`src/rtl/rstation_append_if.sv`:
```
// Issue, CDB and dispatch bundle of the reservation-station block.
// The issue/CDB/FU side drives through master; the stations sit on slave.
interface rstation_append_if #(
    parameter int ENTRIES = 3,
    parameter int DW      = 16,
    parameter int TW      = 3
);
    localparam int CW = $clog2(ENTRIES + 1);

    logic          count;
    logic          rs1b;
    logic          rs2b;
    logic [3:0]    rs1;
    logic [3:0]    rs2;
    logic [DW-1:0] rs1_data;
    logic [DW-1:0] rs2_data;
    logic [TW-1:0] rob_ind;
    logic [3:0]    func;
    logic [3:0]    rd;

    logic          cdb_valid;
    logic [TW-1:0] cdb_tag;
    logic [DW-1:0] cdb_data;

    logic          add_rdy;
    logic          mul_rdy;
    logic          bch_rdy;

    logic          stall;
    logic          illegal;
    logic [CW-1:0] add_count;
    logic [CW-1:0] mul_count;
    logic [CW-1:0] bch_count;

    logic          add_dv;
    logic [3:0]    add_func;
    logic [DW-1:0] add_vj;
    logic [DW-1:0] add_vk;
    logic [TW-1:0] add_rob;
    logic [3:0]    add_rd;

    logic          mul_dv;
    logic [3:0]    mul_func;
    logic [DW-1:0] mul_vj;
    logic [DW-1:0] mul_vk;
    logic [TW-1:0] mul_rob;
    logic [3:0]    mul_rd;

    logic          bch_dv;
    logic [3:0]    bch_func;
    logic [DW-1:0] bch_vj;
    logic [DW-1:0] bch_vk;
    logic [TW-1:0] bch_rob;
    logic [3:0]    bch_rd;

    modport master (
        output count, rs1b, rs2b, rs1, rs2, rs1_data, rs2_data, rob_ind, func, rd,
        output cdb_valid, cdb_tag, cdb_data,
        output add_rdy, mul_rdy, bch_rdy,
        input  stall, illegal, add_count, mul_count, bch_count,
        input  add_dv, add_func, add_vj, add_vk, add_rob, add_rd,
        input  mul_dv, mul_func, mul_vj, mul_vk, mul_rob, mul_rd,
        input  bch_dv, bch_func, bch_vj, bch_vk, bch_rob, bch_rd
    );

    modport slave (
        input  count, rs1b, rs2b, rs1, rs2, rs1_data, rs2_data, rob_ind, func, rd,
        input  cdb_valid, cdb_tag, cdb_data,
        input  add_rdy, mul_rdy, bch_rdy,
        output stall, illegal, add_count, mul_count, bch_count,
        output add_dv, add_func, add_vj, add_vk, add_rob, add_rd,
        output mul_dv, mul_func, mul_vj, mul_vk, mul_rob, mul_rd,
        output bch_dv, bch_func, bch_vj, bch_vk, bch_rob, bch_rd
    );
endinterface

```
`src/rtl/rstation_append.sv`:
```
// Add/mul/branch reservation stations: append from issue, CDB wakeup,
// and lowest-index-ready dispatch to each functional unit.
module rstation_append #(
    parameter int ENTRIES = 3,
    parameter int DW      = 16,
    parameter int TW      = 3
) (
    input logic clk1,
    input logic rst,
    rstation_append_if.slave bus
);
    localparam int NCLS = 3;
    localparam int IW   = (ENTRIES > 1) ? $clog2(ENTRIES) : 1;
    localparam int CW   = $clog2(ENTRIES + 1);

    // Class index: 0 add, 1 mul, 2 branch. Illegal opcodes are gated separately.
    function automatic logic [1:0] class_of(input logic [3:0] f);
        if (f[2])      return 2'd2;
        else if (f[1]) return 2'd1;
        else           return 2'd0;
    endfunction

    logic          busy   [NCLS][ENTRIES];
    logic [3:0]    e_func [NCLS][ENTRIES];
    logic [3:0]    e_rd   [NCLS][ENTRIES];
    logic [TW-1:0] e_rob  [NCLS][ENTRIES];
    logic [TW-1:0] e_qj   [NCLS][ENTRIES];
    logic [TW-1:0] e_qk   [NCLS][ENTRIES];
    logic [DW-1:0] e_vj   [NCLS][ENTRIES];
    logic [DW-1:0] e_vk   [NCLS][ENTRIES];
    logic          e_rj   [NCLS][ENTRIES];
    logic          e_rk   [NCLS][ENTRIES];
    logic [CW-1:0] cnt    [NCLS];

    logic [1:0]    req_cls;
    logic          legal_req;
    logic          stall_c;
    logic          full     [NCLS];
    logic [IW-1:0] free_idx [NCLS];
    logic          app      [NCLS];
    logic          dv       [NCLS];
    logic [IW-1:0] sel      [NCLS];
    logic          rdy      [NCLS];
    logic          fire     [NCLS];

    // Source register numbers are carried for debug visibility only.
    logic unused_debug;
    assign unused_debug = ^{bus.rs1, bus.rs2};

    always_comb begin
        req_cls   = class_of(bus.func);
        legal_req = bus.count & ~bus.func[3];
        stall_c   = 1'b0;
        rdy[0]    = bus.add_rdy;
        rdy[1]    = bus.mul_rdy;
        rdy[2]    = bus.bch_rdy;
        for (int c = 0; c < NCLS; c++) begin
            full[c]     = 1'b1;
            free_idx[c] = '0;
            dv[c]       = 1'b0;
            sel[c]      = '0;
            // Scanning downward leaves the lowest matching index selected.
            for (int i = ENTRIES - 1; i >= 0; i--) begin
                if (!busy[c][i]) begin
                    full[c]     = 1'b0;
                    free_idx[c] = IW'(i);
                end
                if (busy[c][i] && e_rj[c][i] && e_rk[c][i]) begin
                    dv[c]  = 1'b1;
                    sel[c] = IW'(i);
                end
            end
            app[c]  = legal_req && (req_cls == 2'(c)) && !full[c];
            fire[c] = dv[c] && rdy[c];
            stall_c = stall_c | (legal_req && (req_cls == 2'(c)) && full[c]);
        end
    end

    assign bus.stall   = stall_c;
    assign bus.illegal = bus.count & bus.func[3];

    // Occupancy and busy bits: the only state that reset touches.
    always_ff @(posedge clk1) begin
        if (rst) begin
            for (int c = 0; c < NCLS; c++) begin
                cnt[c] <= '0;
                for (int i = 0; i < ENTRIES; i++) busy[c][i] <= 1'b0;
            end
        end else begin
            for (int c = 0; c < NCLS; c++) begin
                cnt[c] <= cnt[c] + CW'(app[c]) - CW'(fire[c]);
                for (int i = 0; i < ENTRIES; i++) begin
                    if (fire[c] && sel[c] == IW'(i)) busy[c][i] <= 1'b0;
                    if (app[c] && free_idx[c] == IW'(i)) busy[c][i] <= 1'b1;
                end
            end
        end
    end

    // Entry payload: wakeup on busy entries, then append into the free slot.
    always_ff @(posedge clk1) begin
        for (int c = 0; c < NCLS; c++) begin
            for (int i = 0; i < ENTRIES; i++) begin
                if (busy[c][i] && !e_rj[c][i] && bus.cdb_valid && e_qj[c][i] == bus.cdb_tag) begin
                    e_vj[c][i] <= bus.cdb_data;
                    e_rj[c][i] <= 1'b1;
                end
                if (busy[c][i] && !e_rk[c][i] && bus.cdb_valid && e_qk[c][i] == bus.cdb_tag) begin
                    e_vk[c][i] <= bus.cdb_data;
                    e_rk[c][i] <= 1'b1;
                end
                if (app[c] && free_idx[c] == IW'(i)) begin
                    e_func[c][i] <= bus.func;
                    e_rd[c][i]   <= bus.rd;
                    e_rob[c][i]  <= bus.rob_ind;
                    e_qj[c][i]   <= bus.rs1_data[TW-1:0];
                    e_qk[c][i]   <= bus.rs2_data[TW-1:0];
                    if (!bus.rs1b) begin
                        e_vj[c][i] <= bus.rs1_data;
                        e_rj[c][i] <= 1'b1;
                    end else if (bus.cdb_valid && bus.cdb_tag == bus.rs1_data[TW-1:0]) begin
                        e_vj[c][i] <= bus.cdb_data;
                        e_rj[c][i] <= 1'b1;
                    end else begin
                        e_rj[c][i] <= 1'b0;
                    end
                    if (!bus.rs2b) begin
                        e_vk[c][i] <= bus.rs2_data;
                        e_rk[c][i] <= 1'b1;
                    end else if (bus.cdb_valid && bus.cdb_tag == bus.rs2_data[TW-1:0]) begin
                        e_vk[c][i] <= bus.cdb_data;
                        e_rk[c][i] <= 1'b1;
                    end else begin
                        e_rk[c][i] <= 1'b0;
                    end
                end
            end
        end
    end

    assign bus.add_count = cnt[0];
    assign bus.mul_count = cnt[1];
    assign bus.bch_count = cnt[2];

    assign bus.add_dv   = dv[0];
    assign bus.add_func = dv[0] ? e_func[0][sel[0]] : '0;
    assign bus.add_vj   = dv[0] ? e_vj[0][sel[0]]   : '0;
    assign bus.add_vk   = dv[0] ? e_vk[0][sel[0]]   : '0;
    assign bus.add_rob  = dv[0] ? e_rob[0][sel[0]]  : '0;
    assign bus.add_rd   = dv[0] ? e_rd[0][sel[0]]   : '0;

    assign bus.mul_dv   = dv[1];
    assign bus.mul_func = dv[1] ? e_func[1][sel[1]] : '0;
    assign bus.mul_vj   = dv[1] ? e_vj[1][sel[1]]   : '0;
    assign bus.mul_vk   = dv[1] ? e_vk[1][sel[1]]   : '0;
    assign bus.mul_rob  = dv[1] ? e_rob[1][sel[1]]  : '0;
    assign bus.mul_rd   = dv[1] ? e_rd[1][sel[1]]   : '0;

    assign bus.bch_dv   = dv[2];
    assign bus.bch_func = dv[2] ? e_func[2][sel[2]] : '0;
    assign bus.bch_vj   = dv[2] ? e_vj[2][sel[2]]   : '0;
    assign bus.bch_vk   = dv[2] ? e_vk[2][sel[2]]   : '0;
    assign bus.bch_rob  = dv[2] ? e_rob[2][sel[2]]  : '0;
    assign bus.bch_rd   = dv[2] ? e_rd[2][sel[2]]   : '0;
endmodule

```
`src/flat_wrapper.sv`:
```
// flat-port wrapper written by rule: the top's interface ports become plain ports
module rstation_append_flat 
#(
    parameter int ENTRIES = 3,
    parameter int DW      = 16,
    parameter int TW      = 3
)
  (clk1, rst, bus_count, bus_rs1b, bus_rs2b, bus_rs1, bus_rs2, bus_rs1_data, bus_rs2_data, bus_rob_ind, bus_func, bus_rd, bus_cdb_valid, bus_cdb_tag, bus_cdb_data, bus_add_rdy, bus_mul_rdy, bus_bch_rdy, bus_stall, bus_illegal, bus_add_count, bus_mul_count, bus_bch_count, bus_add_dv, bus_add_func, bus_add_vj, bus_add_vk, bus_add_rob, bus_add_rd, bus_mul_dv, bus_mul_func, bus_mul_vj, bus_mul_vk, bus_mul_rob, bus_mul_rd, bus_bch_dv, bus_bch_func, bus_bch_vj, bus_bch_vk, bus_bch_rob, bus_bch_rd);
  rstation_append_if #(.ENTRIES(ENTRIES), .DW(DW), .TW(TW)) bus_i ();
  input logic clk1;
  input logic rst;
  input wire logic [$bits(bus_i.count)-1:0] bus_count;
  input wire logic [$bits(bus_i.rs1b)-1:0] bus_rs1b;
  input wire logic [$bits(bus_i.rs2b)-1:0] bus_rs2b;
  input wire logic [$bits(bus_i.rs1)-1:0] bus_rs1;
  input wire logic [$bits(bus_i.rs2)-1:0] bus_rs2;
  input wire logic [$bits(bus_i.rs1_data)-1:0] bus_rs1_data;
  input wire logic [$bits(bus_i.rs2_data)-1:0] bus_rs2_data;
  input wire logic [$bits(bus_i.rob_ind)-1:0] bus_rob_ind;
  input wire logic [$bits(bus_i.func)-1:0] bus_func;
  input wire logic [$bits(bus_i.rd)-1:0] bus_rd;
  input wire logic [$bits(bus_i.cdb_valid)-1:0] bus_cdb_valid;
  input wire logic [$bits(bus_i.cdb_tag)-1:0] bus_cdb_tag;
  input wire logic [$bits(bus_i.cdb_data)-1:0] bus_cdb_data;
  input wire logic [$bits(bus_i.add_rdy)-1:0] bus_add_rdy;
  input wire logic [$bits(bus_i.mul_rdy)-1:0] bus_mul_rdy;
  input wire logic [$bits(bus_i.bch_rdy)-1:0] bus_bch_rdy;
  output wire logic [$bits(bus_i.stall)-1:0] bus_stall;
  output wire logic [$bits(bus_i.illegal)-1:0] bus_illegal;
  output wire logic [$bits(bus_i.add_count)-1:0] bus_add_count;
  output wire logic [$bits(bus_i.mul_count)-1:0] bus_mul_count;
  output wire logic [$bits(bus_i.bch_count)-1:0] bus_bch_count;
  output wire logic [$bits(bus_i.add_dv)-1:0] bus_add_dv;
  output wire logic [$bits(bus_i.add_func)-1:0] bus_add_func;
  output wire logic [$bits(bus_i.add_vj)-1:0] bus_add_vj;
  output wire logic [$bits(bus_i.add_vk)-1:0] bus_add_vk;
  output wire logic [$bits(bus_i.add_rob)-1:0] bus_add_rob;
  output wire logic [$bits(bus_i.add_rd)-1:0] bus_add_rd;
  output wire logic [$bits(bus_i.mul_dv)-1:0] bus_mul_dv;
  output wire logic [$bits(bus_i.mul_func)-1:0] bus_mul_func;
  output wire logic [$bits(bus_i.mul_vj)-1:0] bus_mul_vj;
  output wire logic [$bits(bus_i.mul_vk)-1:0] bus_mul_vk;
  output wire logic [$bits(bus_i.mul_rob)-1:0] bus_mul_rob;
  output wire logic [$bits(bus_i.mul_rd)-1:0] bus_mul_rd;
  output wire logic [$bits(bus_i.bch_dv)-1:0] bus_bch_dv;
  output wire logic [$bits(bus_i.bch_func)-1:0] bus_bch_func;
  output wire logic [$bits(bus_i.bch_vj)-1:0] bus_bch_vj;
  output wire logic [$bits(bus_i.bch_vk)-1:0] bus_bch_vk;
  output wire logic [$bits(bus_i.bch_rob)-1:0] bus_bch_rob;
  output wire logic [$bits(bus_i.bch_rd)-1:0] bus_bch_rd;
  assign bus_i.count = bus_count;
  assign bus_i.rs1b = bus_rs1b;
  assign bus_i.rs2b = bus_rs2b;
  assign bus_i.rs1 = bus_rs1;
  assign bus_i.rs2 = bus_rs2;
  assign bus_i.rs1_data = bus_rs1_data;
  assign bus_i.rs2_data = bus_rs2_data;
  assign bus_i.rob_ind = bus_rob_ind;
  assign bus_i.func = bus_func;
  assign bus_i.rd = bus_rd;
  assign bus_i.cdb_valid = bus_cdb_valid;
  assign bus_i.cdb_tag = bus_cdb_tag;
  assign bus_i.cdb_data = bus_cdb_data;
  assign bus_i.add_rdy = bus_add_rdy;
  assign bus_i.mul_rdy = bus_mul_rdy;
  assign bus_i.bch_rdy = bus_bch_rdy;
  assign bus_stall = bus_i.stall;
  assign bus_illegal = bus_i.illegal;
  assign bus_add_count = bus_i.add_count;
  assign bus_mul_count = bus_i.mul_count;
  assign bus_bch_count = bus_i.bch_count;
  assign bus_add_dv = bus_i.add_dv;
  assign bus_add_func = bus_i.add_func;
  assign bus_add_vj = bus_i.add_vj;
  assign bus_add_vk = bus_i.add_vk;
  assign bus_add_rob = bus_i.add_rob;
  assign bus_add_rd = bus_i.add_rd;
  assign bus_mul_dv = bus_i.mul_dv;
  assign bus_mul_func = bus_i.mul_func;
  assign bus_mul_vj = bus_i.mul_vj;
  assign bus_mul_vk = bus_i.mul_vk;
  assign bus_mul_rob = bus_i.mul_rob;
  assign bus_mul_rd = bus_i.mul_rd;
  assign bus_bch_dv = bus_i.bch_dv;
  assign bus_bch_func = bus_i.bch_func;
  assign bus_bch_vj = bus_i.bch_vj;
  assign bus_bch_vk = bus_i.bch_vk;
  assign bus_bch_rob = bus_i.bch_rob;
  assign bus_bch_rd = bus_i.bch_rd;
  rstation_append #(.ENTRIES(ENTRIES), .DW(DW), .TW(TW)) u_core (.clk1(clk1), .rst(rst), .bus(bus_i));
endmodule
```
`config.mk`:
```
export PLATFORM = sky130hd
export DESIGN_NAME = rstation_append_flat
export DESIGN_NICKNAME = d
export VERILOG_FILES = /design/src/rtl/rstation_append_if.sv /design/src/rtl/rstation_append.sv /design/src/flat_wrapper.sv
export SDC_FILE = /design/constraint.sdc
export NUM_CORES = 1
export LEC_CHECK = 0
export ABC_AREA = 1
export BUFFER_PORTS_ARGS = -buffer_cell sky130_fd_sc_hd__buf_4
export CAP_MARGIN = 30
export CELL_PAD_IN_SITES_DETAIL_PLACEMENT = 0
export CELL_PAD_IN_SITES_GLOBAL_PLACEMENT = 1
export CORE_UTILIZATION = 50
export DETAILED_ROUTE_END_ITERATION = 10
export PLACE_DENSITY_LB_ADDON = 0.1
export SYNTH_ARGS = -nofsm -noshare
export SYNTH_HDL_FRONTEND = slang
export SYNTH_SLANG_ARGS = --single-unit
```
`constraint.sdc`:
```
create_clock -name clk1 -period 5.3 [get_ports clk1]
set_input_delay 0 -clock clk1 [delete_from_list [all_inputs] [get_ports clk1]]
set_output_delay 0 -clock clk1 [all_outputs]
set_load 0.03 [all_outputs]
```
# After elaboration in Yosys (flattened, before gate mapping)
# Memory sizes are Yosys's and may differ from the RTL's.
# Index checks and enable logic that the tools add are counted.
# totals
ram_bits	474
latch_bits	0
romBits	0
ff_bits	0
mem_count	11
inputBits	79
# mem_list
memory	depth	word_bits	rd	rd_ports_with_merged_regs	write_ports	line_no	text
u_core.e_vj	3	48	3	0	3	rstation_append.sv:29	logic [DW-1:0] e_vj [NCLS][ENTRIES];
u_core.e_vk	3	48	3	0	3	rstation_append.sv:30	logic [DW-1:0] e_vk [NCLS][ENTRIES];
u_core.e_func	3	12	3	0	1	rstation_append.sv:24	logic [3:0] e_func [NCLS][ENTRIES];
u_core.e_rd	3	12	3	0	1	rstation_append.sv:25	logic [3:0] e_rd [NCLS][ENTRIES];
u_core.e_qj	3	9	3	0	1	rstation_append.sv:27	logic [TW-1:0] e_qj [NCLS][ENTRIES];
u_core.e_qk	3	9	3	0	1	rstation_append.sv:28	logic [TW-1:0] e_qk [NCLS][ENTRIES];
+5 memories	-	-	-	-	-	-	
# op_classes
multipliers	0
magnitude_cmp	3
eq_ne	34
n_reduce_logical	142
shift	0
n_mux	459
n_div	0
bitwise	119
n_addsub	6
# ops
cell	n
16-bit 2-to-1 mux	54
1-bit 2-to-1 mux	311
16-bit binary-select mux with 2-bit select	6
1-bit bitwise OR	113
1-bit logical AND	104
4-bit 2-to-1 mux	18
2-bit 2-to-1 mux	32
3-bit equality test	20
3-bit 2-to-1 mux	19
9-bit 2-to-1 mux	6
9-bit OR reduction	6
4-bit binary-select mux with 2-bit select	6
12-bit 2-to-1 mux	4
12-bit OR reduction	4
1-bit zero test	21
3-bit binary-select mux with 2-bit select	3
2-bit by 1-bit equality test with 1-bit output, second input constant	7
2-bit equality test, second input constant	7
2-bit zero test	7
3-bit greater-or-equal comparator, second input constant	3
2-bit inverter with 3-bit output	3
2-bit by 1-bit adder with 2-bit output	3
2-bit by 1-bit subtractor with 2-bit output	3
1-bit bitwise AND	2
1-bit inverter	1

# Logic depth before layout (Yosys ltp)
# Gate-level depths: netlist of the first run.
# An unclocked memory read counts as a cell.
# logic_depth
word_depth	13
mapped_depth	12
ltp_nobuf	12

# Worst setup path after synthesis of the first run
# OpenSTA, ideal clock, no wires.
# synth_path
path_type	reg-to-reg
start	memory u_core.busy[0][8] (netlist name)
end	memory u_core.e_vk[2][0] (netlist name), enable pin
t_required_ns	4.912
synth_period_minus_slack_ns	2.356
arrival_time_ns	1.968
setup_time_ns	0.388
path_stages_with_launch	5
setup_slack_ns	2.944
cell_sequence	edfxtp_1 nand3_1 nor2_4 nor2_1 nor2_1
# synth_lines
item	line_no	text
start: declaration	rstation_append.sv:23	logic busy [NCLS][ENTRIES];
end: declaration	rstation_append.sv:30	

==> flow_metrics.py, run 1 <==
metrics = {
    "cells_and_area": {
        "drive_gt1_share_pct": 15.6,
        "nFillCells": 4022,
        "ff_latch_area_mm2": 0.0142,
        "multi_input_area_mm2": 0.00806,
        "nets": 2821,
        "layout.cells.non_filler": 3383,
        "diodes": 0,
        "area_growth_pct": 16.1,
    },
    "critical_path": {
        "arrival_ps": 3750,
        "cp_max_fo": 25,
        "r2r_cells": 5,
        "cp.required_ps": 5300,
        "cp_slowest_cell": "nand2_2",
        "crit_cells": 8,
        "worstPathCellList": "nand3_2, nand2_2, inv_2, nand2_1, nand2_1, nor2_1, nor2_1, buf_4",
        "max_stage_delay_ps": 770,
        "cp-end-kind": "output pin",
        "path_class": "reg2out",
        "worstSetupStartpointType": "register",
        "crit_family": "simple AND/OR/NAND/NOR gates",
        "path_buf_inv": 2,
    },
    "grt": {
        "grt-ovfl-total": 0,
        "grt_pass1_wl_um": 105000,
        "antenna_found_initial": 0,
        "grt_max_degree": 44,
        "grt_pass1_vias": 17183,
        "grt_usage_pct": 29.6,
    },
    "hold_path": {
        "hold_path_depth": 3,
        "min-delay-path-class": "in2reg",
    },
    "power": {
        "power_frac_seq_pct": 50.8,
        "peakVddDrop_v": 0.000249,
        "comb_power_share_pct": 8.9,
        "swShare_pct": 23.8,
        "p_int_mw": 6.29,
        "switchingPower_mw": 1.97,
        "pwr-share-clk_pct": 40.4,
        "power.density_mw_per_mm2": 298,
        "p_leak_nw": 12.0,
    },
    "die": {
        "rows": 79,
        "coreArea_mm2": 0.0469,
        "die_x_um": 220,
        "dieArea_mm2": 0.0486,
        "die_h_um": 220,
        "start_util_pct": 50.9,
        "boundaryPins": 219,
    },
    "detailed_routing": {
        "vias_per_cell": 5.42,
        "via_count": 18346,
        "dr.pass1.iters": 9,
        "drt-total-wl_um": 71500,
        "drt_iter0_drc": 1747,
        "drtAntennaViolNets": 0,
        "avgRoutedWirePerCell_um": 21.1,
        "drc": 12,
    },
    "sta": {
        "fin_ws_ps": 1550,
        "hold_viol_final": 0,
        "worst_pin_slew_ps": 996,
        "skew_ps": 11.3,
        "setup_tns_ps": 0,
        "setup_viol": 0,
        "maxSlewViolCount": 0,
        "slew_headroom_pct": 33.4,
        "post-route-period-util_pct": 70.7,
        "max_freq_mhz": 267,
        "rsz0062_at_grt": "no",
        "period_needed_ps": 3750,
    },
    "logic_synthesis": {
        "synth_top_area_share_pct": 58.6,
        "ys.warnings.count": 0,
        "synthesis.nets": 2614,
        "synth-edff-count": 466,
        "synth_ff_type": "edfxtp_1",
        "ys_ff_latch": 474,
        "ys_seq_area_share_pct": 59.3,
        "syn_area_mm2": 0.0239,
        "syn_inst": 2530,
        "synth.most_common_cell": "nand2_1",
        "yosysTopAreaCell": "edfxtp_1",
        "synth_area_per_cell_um2": 9.43,
        "synth_commonest_cells": "nand2_1, edfxtp_1, nor2_1",
        "postSynth.asyncResetShare_pct": 0,
        "synth_area_leaders": "edfxtp_1, nand2_1, nor2_1",
        "ys_types": 36,
    },
    "clocking": {
        "clk_pin_slew_ps": 60,
        "cts_buffers": 51,
        "cts_tree": "done",
        "root_buffer": "clkbuf_16",
        "post-cts-setup-buffers": 0,
        "cts_max_level": 2,
        "clock_sinks": 474,
        "clock_path_buffers": 3,
        "insertion_delay_ps": 600,
    },
    "outcome": {
        "failed_checks": "DRC",
        "outcome": "finished, violations left",
    },
    "place": {
        "placedCellCount": 3215,
        "place.gp.congestion": 0.909,
        "io_buffers": 210,
        "hpwl_um": 46200,
        "place_ws_ps": 2180,
    },
    "flow_run": {
        "drv_cap": 0,
    },
}
[worst min-delay path: cells and delay by family]
kind	cells	cell delay [ps]
AOI/OAI and AO/OA	1	210
buffers and inverters	2	310
[final timing paths]
kind | end | start | slack (ps)
max | bus_bch_vk[0] | u_core.busy[0][8] | 1550
min | u_core.e_vj[1][37] | bus_rs1_data[5] | 30
max reg2reg | u_core.e_vj[0][42] | u_core.busy[0][2] | 2210
min reg2reg | u_core.e_rk[2][2] | u_core.e_rk[2][2] | 570
[cell families (layout without fill, tap and decap cells)]
family | after synthesis | in the layout | synth area share (%)
AOI/OAI and AO/OA | 351 | 351 | 8.62
xor gates and xnor gates | 55 | 55 | 2.02
buffers and inverters | 345 | 591 | 6.98
DFF | 474 | 474 | 59.3
adders and majority gates | 5 | 5 | 0.262
and+or+nand+nor | 1300 | 1300 | 22.8
[per-stage QoR]
step	hold slack, ps	area [µm²]	total power, mW	util (%)
after floorplan	98.9	23900	4.70	-
after global routing	17.4	27700	8.49	59.2
after CTS	4.43	27700	8.28	59.2
after detailed placement	257	25400	4.95	54.3
after global placement	250	25400	4.94	54.2
final	34.9	27700	8.26	59.2
[area by class of cell]
| cell class | instances | area share [%] |
|---|---|---|
| Tap cell | 607 | 2.74 |
| Clock buffer | 72 | 5.08 |
| Clock inverter | 20 | 0.393 |
| Inverter | 195 | 2.66 |
| Sequential cell | 474 | 51.1 |
| Multi-Input combinational cell | 1711 | 29.1 |
| Timing Repair Buffer | 304 | 8.99 |
[routing by layer]
| metal | GRT usage, % | up-vias | wire, µm |
|---|---|---|---|
| met5 | 0 | - | 0 |
| met4 | 9.66 | 0 | 2150 |
| met3 | 4.45 | 129 | 5460 |
| met2 | 49.2 | 748 | 34400 |
| met1 | 39.8 | 8751 | 29400 |
| li1 | - | 8718 | - |
[placed cells by master, fill, tap and decap left out, types with 9 or more instances in the layout]
master	Yosys	final
clkinv_1	0	13
nand3_1	86	86
o21ai_1	87	87
nor2_4	7	9
nor2_1	301	301
nor3_1	13	13
dlygate4sd3_1	0	76
edfxtp_1	466	466
xor2_1	10	10
o21ai_0	138	138
nand2_4	17	17
inv_1	185	185
clkbuf_16	0	53
a21oi_1	47	47
xnor2_1	45	45
buf_4	10	227
clkbuf_1	18	18
nand2_2	13	13
nand2_1	834	834
o21ai_2	70	70
[sequential cells by signal, indices dropped and copies added, names as in the netlist]
register       flops
u_core.e_vj      144
u_core.cnt         6
u_core.e_qk       27
u_core.e_func     36
u_core.e_rj        9
u_core.e_vk      144
u_core.e_rd       36
u_core.e_rk        9
u_core.e_qj       27
u_core.busy        9
u_core.e_rob      27
[what timing repair did]
action	in CTS	in global routing
gates resized for setup	0	0
endpoints found under the hold margin	478	0
hold buffers	76	0
[power by group through the flow]
stage | Sequential, mW | Clock (mW) | Combinational, mW
2_1_floorplan | 4.27 | 0 | 0.424
3_3_place_gp | 4.27 | 0 | 0.666
3_5_place_dp | 4.27 | 0 | 0.681
4_1_cts | 4.20 | 3.35 | 0.729
5_1_grt | 4.20 | 3.50 | 0.793
6_report | 4.20 | 3.33 | 0.732
No activity file was read; power rests on OpenSTA's default activity.
==> inputs of run 2 (changes only) <==
--- a/config.mk
+++ b/config.mk
@@ -10,7 +10,7 @@
 export CAP_MARGIN = 30
 export CELL_PAD_IN_SITES_DETAIL_PLACEMENT = 0
 export CELL_PAD_IN_SITES_GLOBAL_PLACEMENT = 1
-export CORE_UTILIZATION = 50
+export CORE_UTILIZATION = 47
 export DETAILED_ROUTE_END_ITERATION = 10
 export PLACE_DENSITY_LB_ADDON = 0.1
 export SYNTH_ARGS = -nofsm -noshare
==> constraint.sdc (replaced) <==
create_clock -name clk1 -period 3.9 [get_ports clk1]
set_input_delay 0 -clock clk1 [delete_from_list [all_inputs] [get_ports clk1]]
set_output_delay 0 -clock clk1 [all_outputs]
set_load 0.03 [all_outputs]
==> flow_metrics.py, run 2 (same netlist as run 1, synthesis figures left out) <==
metrics = {
    "critical_path": {
        "r2r_slack_ps": 1000,
        "r2r_start": "u_core.busy[0][2]",
        "worstSetupStartpointType": "register",
        "cp-end-kind": "output pin",
        "r2r_end": "u_core.cnt[0][1]",
        "worstSetupStartpoint": "u_core.busy[0][2]",
        "crit_family": "simple AND/OR/NAND/NOR gates",
        "path_buf_inv": 2,
        "cp.required_ps": 3900,
        "path_class": "reg2out",
        "crit_end": "bus_add_func[0]",
        "worstPathCellList": "nand3_2, nand2_2, nor2_4, buf_4, nand2_1, nand2_1, nor2_1, nor2_1, buf_4",
        "cp_max_fo": 34,
        "max_stage_delay_ps": 510,
        "cp_slowest_cell": "edfxtp_1",
        "arrival_ps": 3310,
        "r2r_cells": 12,
        "crit_cells": 9,
    },
    "sta": {
        "max_freq_mhz": 302,
        "maxSlewViolCount": 0,
        "hold_ws_ps": 23.2,
        "period_needed_ps": 3310,
        "post-route-period-util_pct": 85.0,
        "setup_viol": 0,
        "fin_ws_ps": 587,
        "worst_pin_slew_ps": 991,
        "rsz0062_at_grt": "no",
        "skew_ps": 26.6,
        "slew_headroom_pct": 33.8,
        "hold_viol_final": 0,
        "setup_tns_ps": 0,
    },
    "detailed_routing": {
        "drc": 0,
        "met1_length_um": 30700,
        "avgRoutedWirePerCell_um": 21.0,
        "dr.pass1.iters": 5,
        "wl_met3_um": 4770,
        "topRoutingLayerUsed": "met4",
        "drtAntennaViolNets": 0,
        "drt_iter0_drc": 1772,
        "route.met2.wl_um": 35600,
        "via_count": 18294,
        "vias_per_cell": 5.28,
        "drt-total-wl_um": 72700,
    },
    "place": {
        "place_ws_ps": 1040,
        "placedCellCount": 3296,
        "place.gp.congestion": 0.905,
        "dpl_cell_area_mm2": 0.0256,
        "hpwl_um": 47900,
        "io_buffers": 210,
    },
    "cells_and_area": {
        "multi_input_area_mm2": 0.00806,
        "diodes": 0,
        "nFillCells": 4484,
        "final_util_pct": 55.8,
        "layout_commonest_cell": "nand2_1",
        "reg_top3": "u_core.e_vj (144), u_core.e_vk (144)",
        "drive_gt1_share_pct": 16.1,
        "ff_latch_area_mm2": 0.0142,
        "nets": 2837,
        "final_cell_mix": "nand2_1, edfxtp_1, nor2_1",
        "area_growth_pct": 17.4,
        "final_cell_area_mm2": 0.0280,
        "layout.cells.non_filler": 3466,
    },
    "grt": {
        "grt_max_degree": 44,
        "grt_pass1_wl_um": 107000,
        "grt-ovfl-total": 0,
        "grt_usage_pct": 28.3,
        "antenna_found_initial": 0,
        "grt_pass1_vias": 17044,
    },
    "clocking": {
        "cts_tree": "done",
        "cts_resized": 0,
        "root_buffer": "clkbuf_16",
        "clk_pin_slew_ps": 60,
        "post-cts-setup-buffers": 0,
        "cts_buffers": 50,
        "insertion_delay_ps": 610,
        "cts_hold_buf": 77,
        "cts_max_level": 2,
        "clock_sinks": 474,
        "clock_path_buffers": 3,
    },
    "power": {
        "peakVddDrop_v": 0.000281,
        "p_leak_nw": 12.1,
        "power.density_mw_per_mm2": 408,
        "fin_total_pwr_mw": 11.4,
    },
    "die": {
        "boundaryPins": 219,
        "rows": 82,
        "die_x_um": 227,
        "start_util_pct": 47.6,
        "dieArea_mm2": 0.0517,
        "coreArea_mm2": 0.0502,
        "die_h_um": 227,
    },
    "hold_path": {
        "min-delay-path-class": "in2reg",
    },
    "flow_run": {
        "drv_cap": 0,
    },
    "outcome": {
        "outcome": "completed",
    },
}
## run 2: changes by cell type in the layout (fill, tap and decap cells not counted), moves of 2 or more
cell / previous run / this run
buf_4: 227 / 242
bufinv_16: 1 / 4
clkinv_2: 8 / 5
clkinv_1: 13 / 15
## run 2: area by class of cell
| type | instances | share of cell area (%) |
|---|---|---|
| inverters | 195 | 2.63 |
| well taps | 672 | 3.00 |
| flip-flops and latches | 474 | 50.5 |
| clock buffers | 70 | 4.96 |
| clock inverters | 23 | 0.710 |
| repair buffers | 321 | 9.39 |
| multi-input cells | 1711 | 28.8 |
## run 2: worst min-delay path: stages
cell     delay (ps)
buf_4            80
inv_1           230
o21ai_2         200
## run 2: report_power, final
part,switching [mW],leakage (nW),internal (mW)
combinational,0.680,7.03,0.325
sequential,0.0286,4.29,5.67
clock,1.99,0.765,2.74
## run 2: worst min path at each step
stage | from | end | slack, ps | depth (start not counted)
final | bus_rs1_data[7] | u_core.e_vj[1][39] | 20 | 3
after global routing | bus_rs1_data[7] | u_core.e_vj[0][39] | 40 | 3
after CTS | bus_rs1_data[7] | u_core.e_vj[1][39] | 20 | 3
after detailed placement | bus_rd[2] | u_core.e_rd[1][2] | 260 | 1
after global placement | bus_rd[2] | u_core.e_rd[1][2] | 260 | 1
after floorplan | bus_func[0] | u_core.e_func[0][0] | 100 | 0
## run 2: layer usage
layer | GRT usage, % | vias to the layer above
met5 | 0 | -
met4 | 7.38 | 0
met3 | 3.73 | 96
met2 | 47.8 | 662
met1 | 38.5 | 8779
li1 | - | 8757
